### config.mk
export PLATFORM = sky130hd
export DESIGN_NAME = uart_rx_mon
export DESIGN_NICKNAME = d
export VERILOG_FILES = /design/src/rtl/uart_pkg.sv /design/src/rtl/uart_rx_fifo.sv /design/src/rtl/uart_rx_mon.sv
export SDC_FILE = /design/constraint.sdc
export NUM_CORES = 1
export LEC_CHECK = 0
export ABC_CLOCK_PERIOD_IN_PS = 3710
export CAP_MARGIN = 20
export CELL_PAD_IN_SITES_DETAIL_PLACEMENT = 0
export CELL_PAD_IN_SITES_GLOBAL_PLACEMENT = 1
export CORE_MARGIN = 2
export CORE_UTILIZATION = 52
export DETAILED_ROUTE_END_ITERATION = 16
export PLACE_DENSITY = 0.78
export SYNTH_ARGS = -nofsm -noshare
export SYNTH_HDL_FRONTEND = slang
export SYNTH_SLANG_ARGS = --single-unit
### constraint.sdc
create_clock -name clk -period 3.71 [get_ports clk]
set_input_delay 0.9275 -clock clk [delete_from_list [all_inputs] [get_ports clk]]
set_output_delay 0.9275 -clock clk [all_outputs]
set_load 0.03 [all_outputs]
### src/rtl/uart_pkg.sv
// Shared types and constants for the UART receive monitor.
//   PAR_NONE / PAR_EVEN / PAR_ODD : parity mode encodings for the PARITY parameter
//   MAX_DATA_BITS                 : widest supported character
//   rx_state_e                    : receive FSM state
//   rx_entry_t                    : one FIFO entry {brk, ferr, perr, data}
package uart_pkg;

    localparam int unsigned PAR_NONE = 0;
    localparam int unsigned PAR_EVEN = 1;
    localparam int unsigned PAR_ODD  = 2;

    localparam int unsigned MAX_DATA_BITS = 9;

    typedef enum logic [2:0] {
        StIdle,
        StStart,
        StData,
        StParity,
        StStop
    } rx_state_e;

    // Narrower characters are zero-extended into data.
    typedef struct packed {
        logic                     brk;
        logic                     ferr;
        logic                     perr;
        logic [MAX_DATA_BITS-1:0] data;
    } rx_entry_t;

endpackage

### src/rtl/uart_rx_fifo.sv
// First-word-fall-through synchronous FIFO for received characters.
//   clk, resetn : clock, asynchronous active-low reset
//   wr_en       : push request; wr_data is written when accepted
//   wr_data     : entry to push
//   rd_en       : pop request; ignored while empty
//   rd_data     : head entry, zero while empty
//   rd_valid    : FIFO not empty
//   drop        : push request refused because the FIFO is full and not popping
//   count       : current occupancy, 0..Depth
module uart_rx_fifo #(
    parameter int unsigned Width = 8,
    parameter int unsigned Depth = 16,
    localparam int unsigned Aw   = $clog2(Depth),
    localparam int unsigned Cw   = Aw + 1
) (
    input  logic             clk,
    input  logic             resetn,
    input  logic             wr_en,
    input  logic [Width-1:0] wr_data,
    input  logic             rd_en,
    output logic [Width-1:0] rd_data,
    output logic             rd_valid,
    output logic             drop,
    output logic [Cw-1:0]    count
);

    logic [Width-1:0] mem_q [Depth];
    logic [Aw-1:0]    wptr_q, rptr_q;
    logic [Cw-1:0]    count_q;
    logic             empty, full, push, pop;

    assign empty = (count_q == '0);
    assign full  = (count_q == Cw'(Depth));
    assign pop   = rd_en && !empty;
    // A same-cycle pop frees the slot, so a push on a full FIFO still lands.
    assign push  = wr_en && (!full || pop);
    assign drop  = wr_en && !push;

    // Pointers are exactly log2(Depth) wide, so they wrap on their own.
    always_ff @(posedge clk or negedge resetn) begin
        if (!resetn) begin
            wptr_q  <= '0;
            rptr_q  <= '0;
            count_q <= '0;
        end else begin
            if (push) wptr_q <= wptr_q + 1'b1;
            if (pop)  rptr_q <= rptr_q + 1'b1;
            count_q <= count_q + Cw'(push) - Cw'(pop);
        end
    end

    always_ff @(posedge clk) begin
        if (push) mem_q[wptr_q] <= wr_data;
    end

    assign rd_data  = empty ? '0 : mem_q[rptr_q];
    assign rd_valid = !empty;
    assign count    = count_q;

endmodule

### src/rtl/uart_rx_mon.sv
// UART receiver / serial monitor with error-flagged FWFT capture FIFO.
//   clk, resetn  : clock, asynchronous active-low reset
//   rx           : serial input, idle high, asynchronous to clk
//   cfg_div      : clocks per bit (0 selects CLK_DIV), latched when a frame starts
//   rd_data      : head-of-FIFO character
//   rd_perr      : head entry parity error
//   rd_ferr      : head entry framing error (a stop bit sampled low)
//   rd_brk       : head entry break (data, parity and first stop bit all low)
//   rd_valid     : FIFO not empty
//   rd_ready     : pops the head when rd_valid is high
//   overflow     : sticky, set when a frame is dropped on a full FIFO
//   err_clr      : clears overflow (a new overflow in the same cycle wins)
//   fifo_count   : current FIFO occupancy
//   busy         : receive FSM not idle
module uart_rx_mon
    import uart_pkg::*;
#(
    parameter int unsigned CLK_DIV     = 106,
    parameter int unsigned DATA_BITS   = 8,
    parameter int unsigned PARITY      = 0,
    parameter int unsigned STOP_BITS   = 1,
    parameter int unsigned FIFO_DEPTH  = 16,
    parameter int unsigned SYNC_STAGES = 2
) (
    input  logic                          clk,
    input  logic                          resetn,
    input  logic                          rx,
    input  logic [15:0]                   cfg_div,
    output logic [DATA_BITS-1:0]          rd_data,
    output logic                          rd_perr,
    output logic                          rd_ferr,
    output logic                          rd_brk,
    output logic                          rd_valid,
    input  logic                          rd_ready,
    output logic                          overflow,
    input  logic                          err_clr,
    output logic [$clog2(FIFO_DEPTH):0]   fifo_count,
    output logic                          busy
);

    localparam bit       HasParity  = (PARITY != PAR_NONE);
    localparam bit       OddParity  = (PARITY == PAR_ODD);
    localparam bit       SingleStop = (STOP_BITS == 1);
    localparam bit       LastStop   = 1'(STOP_BITS - 1);
    localparam bit [3:0] LastBit    = 4'(DATA_BITS - 1);

    // ---------------------------------------------------------------
    // Input synchroniser and edge detect
    // ---------------------------------------------------------------
    logic [SYNC_STAGES-1:0] sync_q;
    logic                   rx_s, rx_prev_q, rx_fall;

    always_ff @(posedge clk or negedge resetn) begin
        if (!resetn) begin
            sync_q    <= '1;
            rx_prev_q <= 1'b1;
        end else begin
            sync_q    <= {sync_q[SYNC_STAGES-2:0], rx};
            rx_prev_q <= rx_s;
        end
    end

    assign rx_s = sync_q[SYNC_STAGES-1];
    // rx_prev_q tracks the line continuously, so a line still low after a
    // framing error gives no edge until it has been seen high again.
    assign rx_fall = rx_prev_q && !rx_s;

    // ---------------------------------------------------------------
    // Receive FSM and baud counter
    // ---------------------------------------------------------------
    rx_state_e            state_q;
    logic [15:0]          div_q, cnt_q, div_sel;
    logic [3:0]           bit_q;
    logic                 stop_idx_q;
    logic [DATA_BITS-1:0] shift_q;
    logic                 par_bit_q, perr_q, ferr_q, stop1_q;
    logic                 tick, push;

    assign div_sel = (cfg_div == 16'd0) ? 16'(CLK_DIV) : cfg_div;
    assign tick    = (cnt_q == 16'd0);

    always_ff @(posedge clk or negedge resetn) begin
        if (!resetn) begin
            state_q    <= StIdle;
            div_q      <= '0;
            cnt_q      <= '0;
            bit_q      <= '0;
            stop_idx_q <= 1'b0;
            shift_q    <= '0;
            par_bit_q  <= 1'b0;
            perr_q     <= 1'b0;
            ferr_q     <= 1'b0;
            stop1_q    <= 1'b0;
        end else begin
            case (state_q)
                StIdle: begin
                    if (rx_fall) begin
                        div_q   <= div_sel;
                        // Half a bit to land mid start bit.
                        cnt_q   <= (div_sel >> 1) - 16'd1;
                        state_q <= StStart;
                    end
                end
                StStart: begin
                    if (!tick) begin
                        cnt_q <= cnt_q - 16'd1;
                    end else if (rx_s) begin
                        state_q <= StIdle;  // glitch, not a start bit
                    end else begin
                        cnt_q     <= div_q - 16'd1;
                        bit_q     <= '0;
                        perr_q    <= 1'b0;
                        par_bit_q <= 1'b0;
                        state_q   <= StData;
                    end
                end
                StData: begin
                    if (!tick) begin
                        cnt_q <= cnt_q - 16'd1;
                    end else begin
                        shift_q <= {rx_s, shift_q[DATA_BITS-1:1]};
                        cnt_q   <= div_q - 16'd1;
                        if (bit_q == LastBit) begin
                            stop_idx_q <= 1'b0;
                            ferr_q     <= 1'b0;
                            stop1_q    <= 1'b0;
                            state_q    <= HasParity ? StParity : StStop;
                        end else begin
                            bit_q <= bit_q + 4'd1;
                        end
                    end
                end
                StParity: begin
                    if (!tick) begin
                        cnt_q <= cnt_q - 16'd1;
                    end else begin
                        par_bit_q <= rx_s;
                        perr_q    <= (^shift_q) ^ rx_s ^ OddParity;
                        cnt_q     <= div_q - 16'd1;
                        state_q   <= StStop;
                    end
                end
                StStop: begin
                    if (!tick) begin
                        cnt_q <= cnt_q - 16'd1;
                    end else if (stop_idx_q == LastStop) begin
                        state_q <= StIdle;  // entry pushed this cycle
                    end else begin
                        stop1_q    <= rx_s;
                        ferr_q     <= ~rx_s;
                        stop_idx_q <= 1'b1;
                        cnt_q      <= div_q - 16'd1;
                    end
                end
                default: state_q <= StIdle;
            endcase
        end
    end

    assign busy = (state_q != StIdle);
    assign push = (state_q == StStop) && tick && (stop_idx_q == LastStop);

    // Entry is built from the final stop sample taken this cycle.
    rx_entry_t entry;
    always_comb begin
        entry = '0;
        entry.data[DATA_BITS-1:0] = shift_q;
        entry.perr = perr_q;
        entry.ferr = ferr_q | ~rx_s;
        entry.brk  = (shift_q == '0) && (!HasParity || !par_bit_q) &&
                     (SingleStop ? !rx_s : !stop1_q);
    end

    // ---------------------------------------------------------------
    // Capture FIFO and overflow flag
    // ---------------------------------------------------------------
    rx_entry_t head;
    logic      drop, overflow_q;

    uart_rx_fifo #(
        .Width ($bits(rx_entry_t)),
        .Depth (FIFO_DEPTH)
    ) u_fifo (
        .clk      (clk),
        .resetn   (resetn),
        .wr_en    (push),
        .wr_data  (entry),
        .rd_en    (rd_ready),
        .rd_data  (head),
        .rd_valid (rd_valid),
        .drop     (drop),
        .count    (fifo_count)
    );

    always_ff @(posedge clk or negedge resetn) begin
        if (!resetn) begin
            overflow_q <= 1'b0;
        end else begin
            overflow_q <= (overflow_q && !err_clr) || drop;
        end
    end

    assign overflow = overflow_q;
    assign rd_data  = head.data[DATA_BITS-1:0];
    assign rd_perr  = head.perr;
    assign rd_ferr  = head.ferr;
    assign rd_brk   = head.brk;

    logic unused_head_data;
    assign unused_head_data = ^head.data;

endmodule
==> results_tabular.tex <==
\begin{tabular}{lr}
\hline
Metric & Value \\
\hline
\multicolumn{2}{l}{\textbf{Final layout}} \\
\quad Number of filler cells placed in the layout & 1435 \\
\quad Layout-stage area growth over the synthesis result & 16.4\% \\
\quad Number of antenna diodes & 0 \\
\quad Share of final-layout standard cells stronger than drive strength 1 & roughly 24\% \\
\quad Post-Layout Cell Count & 1027 \\
\quad Count of nets after finishing & a little under 800 \\
\quad Utilization after layout & between 60\% and 70\% \\
\multicolumn{2}{l}{\textbf{GRT}} \\
\quad Busiest metal layer after global routing & met2 \\
\quad Global-route track usage on met2 & between 30\% and 40\% \\
\quad Pin count of the biggest net entering global routing & 39 \\
\quad Met1 global-route usage & between 20 and 30\% \\
\quad Initial antenna violation count & 0 \\
\quad Global-route usage over all layers & 21.6\% \\
\quad Grt ovf & 0 \\
\quad Vias in the first global route & between 6000 and 7000 \\
\quad Global-route track usage on met3 & between 3 and 4\% \\
\quad Wire length of the first global-routing pass & 35400 um \\
\multicolumn{2}{l}{\textbf{Detailed routing}} \\
\quad Remaining antenna violation count & 0 \\
\quad First drt pass iteration count & 5 \\
\quad Total length of routed wires & between 20000 and 25000 um \\
\quad Vias per cell & roughly 5.8 \\
\quad Wire length per cell after detailed routing & $\sim$22 um \\
\quad Iteration-0 DRC Markers & a little over 500 \\
\quad \# DRC & 0 \\
\quad Detailed-route via count & 6007 \\
\multicolumn{2}{l}{\textbf{STA}} \\
\quad RSZ-0062 raised after global routing & yes \\
\quad Post-layout worst setup margin & between 50 and 60 ps \\
\quad Final worst path period share & slightly below 100\% \\
\quad Worst-margin pin slew & between 700 and 800 ps \\
\quad Count of endpoints failing hold in the final timing report & 0 \\
\quad Final Max Slew Viols & 0 \\
\quad Worst setup skew after layout & roughly 28 ps \\
\quad Minimum clock period after layout & about 3700 ps \\
\quad Total of endpoints with negative setup slack in the final report & 0 \\
\quad Top achievable clock speed & roughly 0.27 GHz \\
\quad Relative slew margins & 51.1\% \\
\quad Setup total negative slack & 0 ps \\
\multicolumn{2}{l}{\textbf{Synth}} \\
\quad Yosys synthesis warning count & 0 \\
\quad Most used flip-flop cell after synthesis & sky130\_fd\_sc\_hd\_\_edfxtp\_1 \\
\quad Per-instance average area after synthesis & approximately 16 um\^{}2 \\
\quad Cell type with the highest aggregate area in the netlist & sky130\_fd\_sc\_hd\_\_edfxtp\_1 \\
\quad Synthesized netlist cell count & 667 \\
\quad Nets in the synthesized netlist & between 700 and 800 \\
\quad Synth cell types & between 50 and 60 \\
\quad Most repeated cell in the gate-level netlist after synthesis & sky130\_fd\_sc\_hd\_\_edfxtp\_1 \\
\quad Leading post-synthesis cells by instance count & sky130\_fd\_sc\_hd\_\_edfxtp\_1, sky130\_fd\_sc\_hd\_\_dfrtp\_1, sky130\_fd\_sc\_hd\_\_mux4\_2, sky130\_fd\_sc\_hd\_\_nand2\_1, sky130\_fd\_sc\_hd\_\_nor2\_1 \\
\quad Cell area after synthesis & 0.0106 mm\^{}2 \\
\quad Ys async rst share & 27.3\% \\
\quad \#FFs+latches synth & 242 \\
\quad Largest cells by area after synthesis & sky130\_fd\_sc\_hd\_\_edfxtp\_1, sky130\_fd\_sc\_hd\_\_dfrtp\_1, sky130\_fd\_sc\_hd\_\_mux4\_2 \\
\quad Top-area cell type share of the netlist area & approximately half \\
\quad EDFF count, synth & approximately 180 \\
\quad Register area share after synthesis & between 60\% and 70\% \\
\multicolumn{2}{l}{\textbf{Setup path}} \\
\quad Endpoint of the most critical register-to-register path & u\_fifo.mem\_q[3][5] \\
\quad Crit Path Class & flop to output pin \\
\quad Sort of element at the start of the critical path & flop \\
\quad Data required time of the worst path & $\sim$2800 ps \\
\quad Launch instance of the worst register-to-register path & cnt\_q[11] \\
\quad Critical Path Sink Type & output pin \\
\quad CP arrival & around 2700 ps \\
\quad Worst r2r path cells & 7 \\
\quad Setup slack, reg-to-reg & roughly 600 ps \\
\quad Maximum net fanout on the critical path & 17 \\
\multicolumn{2}{l}{\textbf{Flow run}} \\
\quad Maximum capacitance violations & 0 \\
\multicolumn{2}{l}{\textbf{CTS}} \\
\quad Count of hold-fix buffers inserted at cts & 0 \\
\quad Inserted Clock Buffers & 25 \\
\quad Root Buffer & sky130\_fd\_sc\_hd\_\_clkbuf\_16 \\
\quad Max Buffers Root-to-Sink & 3 \\
\quad TritonCTS Sinks & between 200 and 250 \\
\quad Clock input transition at the sequential cells of the worst setup and hold paths & around 70 ps \\
\quad H-tree depth reported by CTS & 1 \\
\quad Worst-Skew Late Latency & around 540 ps \\
\quad Clock tree from TritonCTS & built \\
\multicolumn{2}{l}{\textbf{Pwr}} \\
\quad Net Sw Frac & 30.9\% \\
\quad Largest vdd supply drop & around 340 uV \\
\quad Power density relative to cell area & 674 mW/mm\^{}2 \\
\quad Lkg Pwr & between 4 and 5 nW \\
\quad Sequential group share of total power & between 40\% and 50\% \\
\quad Power share of the combinational group & roughly 28\% \\
\quad Net switching power & 2.56 mW \\
\quad Power, Total & between 8 and 9 mW \\
\quad Clk pwr share & between 30\% and 40\% \\
\quad Internal power consumption & 5.73 mW \\
\multicolumn{2}{l}{\textbf{Hold path}} \\
\quad End point of the worst hold path & sync\_q[1] \\
\quad Instance count along the most critical hold path & 0 \\
\quad Class of the tightest hold or removal check & flop to flop \\
\quad Startpoint of the most critical hold path & sync\_q[0] \\
\multicolumn{2}{l}{\textbf{Floorplanning}} \\
\quad Core ar. & approximately 0.02 mm\^{}2 \\
\quad Total I/O pin count & 40 \\
\quad Placement row count & 52 \\
\quad Overall die width & $\sim$150 um \\
\quad Die Outline Area & between 0.02 and 0.025 mm\^{}2 \\
\quad Height of the die & approximately 150 um \\
\quad Initial core utilization & between 50\% and 60\% \\
\multicolumn{2}{l}{\textbf{Place}} \\
\quad IO Port Bufs & 39 \\
\quad Placed cells & around 980 \\
\quad Setup slack after placement & 78.3 ps \\
\quad Routability congestion estimate from global placement & roughly 0.85 \\
\quad Half-perimeter wire length after placement & roughly 14000 um \\
\multicolumn{2}{l}{\textbf{Status}} \\
\quad Outcome & finished, final reports clean \\
\hline
\end{tabular}
cell type report:
type	count	area [um^2]	area share, %
clock buffers	30	674	5.48
clock inverters	16	170	1.38
inverters	24	90.1	0.732
multi-input cells	370	3400	27.7
flip-flops and latches	242	6940	56.4
well taps	270	338	2.75
repair buffers	75	682	5.54
metal layers:
layer,vias to the layer above,wire [um]
li1,2708,-
met2,176,11100
met5,-,0
met3,36,1210
met4,0,556
met1,3087,9570
worst max-delay path: stages, from the launching register on:
cell	delay, ps
sky130_fd_sc_hd__dfrtp_2	440
sky130_fd_sc_hd__buf_8	230
sky130_fd_sc_hd__mux4_2	520
sky130_fd_sc_hd__mux4_2	480
sky130_fd_sc_hd__nor2b_1	140
sky130_fd_sc_hd__dlygate4sd2_1	360
how the worst max path moves through the flow:
stage	startpoint	slack [ps]	endpoint	cells after the start
global route	u_fifo.rptr_q[0]	-30	rd_data[0]	5
floorplan	u_fifo.rptr_q[0]	420	rd_brk	5
CTS	u_fifo.rptr_q[0]	-30	rd_data[3]	5
global placement	cfg_div[9]	110	cnt_q[15]	8
finish	u_fifo.rptr_q[0]	60	rd_data[0]	5
detailed placement	cfg_div[10]	80	cnt_q[15]	8
power groups by stage:
stage / combinational, mW / sequential (mW) / clock [mW]
CTS: 2.41 / 3.38 / 2.59
global route: 2.58 / 3.41 / 2.70
floorplan: 1.71 / 3.36 / 0
finish: 2.36 / 3.38 / 2.55
global placement: 2.29 / 3.41 / 0
detailed placement: 2.34 / 3.42 / 0
logic make-up (layout without fill, tap and decap cells):
logic type / after synthesis / count (layout) / synth area share (%)
AND/OR/NAND/NOR: 165 / 165 / 8.48
flip-flops: 242 / 242 / 65.7
adder cells (fa/ha/maj): 18 / 18 / 2.20
XOR/XNOR: 28 / 28 / 2.32
buffers and inverters: 55 / 145 / 2.23
AO/OA/AOI/OAI: 86 / 86 / 5.47
multiplexers: 73 / 73 / 13.6
state kept, by name, indices dropped and copies added, names as in the netlist, 2 cells and up:
register,cells
cnt_q,16
u_fifo.mem_q,176
sync_q,2
shift_q,8
bit_q,4
u_fifo.rptr_q,4
u_fifo.wptr_q,4
div_q,16
state_q,3
u_fifo.count,5
placed cells by master (no fill, tap or decap), types with 13 or more instances in the layout:
master,Yosys,routed
sky130_fd_sc_hd__a21oi_1,16,16
sky130_fd_sc_hd__buf_4,0,30
sky130_fd_sc_hd__clkbuf_16,0,25
sky130_fd_sc_hd__clkdlybuf4s50_1,0,27
sky130_fd_sc_hd__dfrtp_1,63,61
sky130_fd_sc_hd__edfxtp_1,176,176
sky130_fd_sc_hd__ha_1,17,17
sky130_fd_sc_hd__inv_1,23,23
sky130_fd_sc_hd__mux2_2,17,17
sky130_fd_sc_hd__mux4_2,55,55
sky130_fd_sc_hd__nand2_1,43,43
sky130_fd_sc_hd__nand3_1,17,17
sky130_fd_sc_hd__nor2_1,35,35
sky130_fd_sc_hd__nor2b_1,13,13
sky130_fd_sc_hd__o21ai_0,32,32
sky130_fd_sc_hd__xnor2_1,18,18
stage by stage:
step | hold slack [ps] | area (um^2)
after global placement | 348 | 11500
after floorplan | 345 | 10600
after detailed placement | 354 | 11500
after global routing | 366 | 12300
after CTS | 362 | 12400
final | 360 | 12300
repair_timing:
item	4_1_cts	5_1_grt
setup buffers	1	0
endpoints found under the setup margin	11	11
gates cloned	1	0
gates resized for setup	25	17
Note: power is estimated with default switching activity, not from simulation.
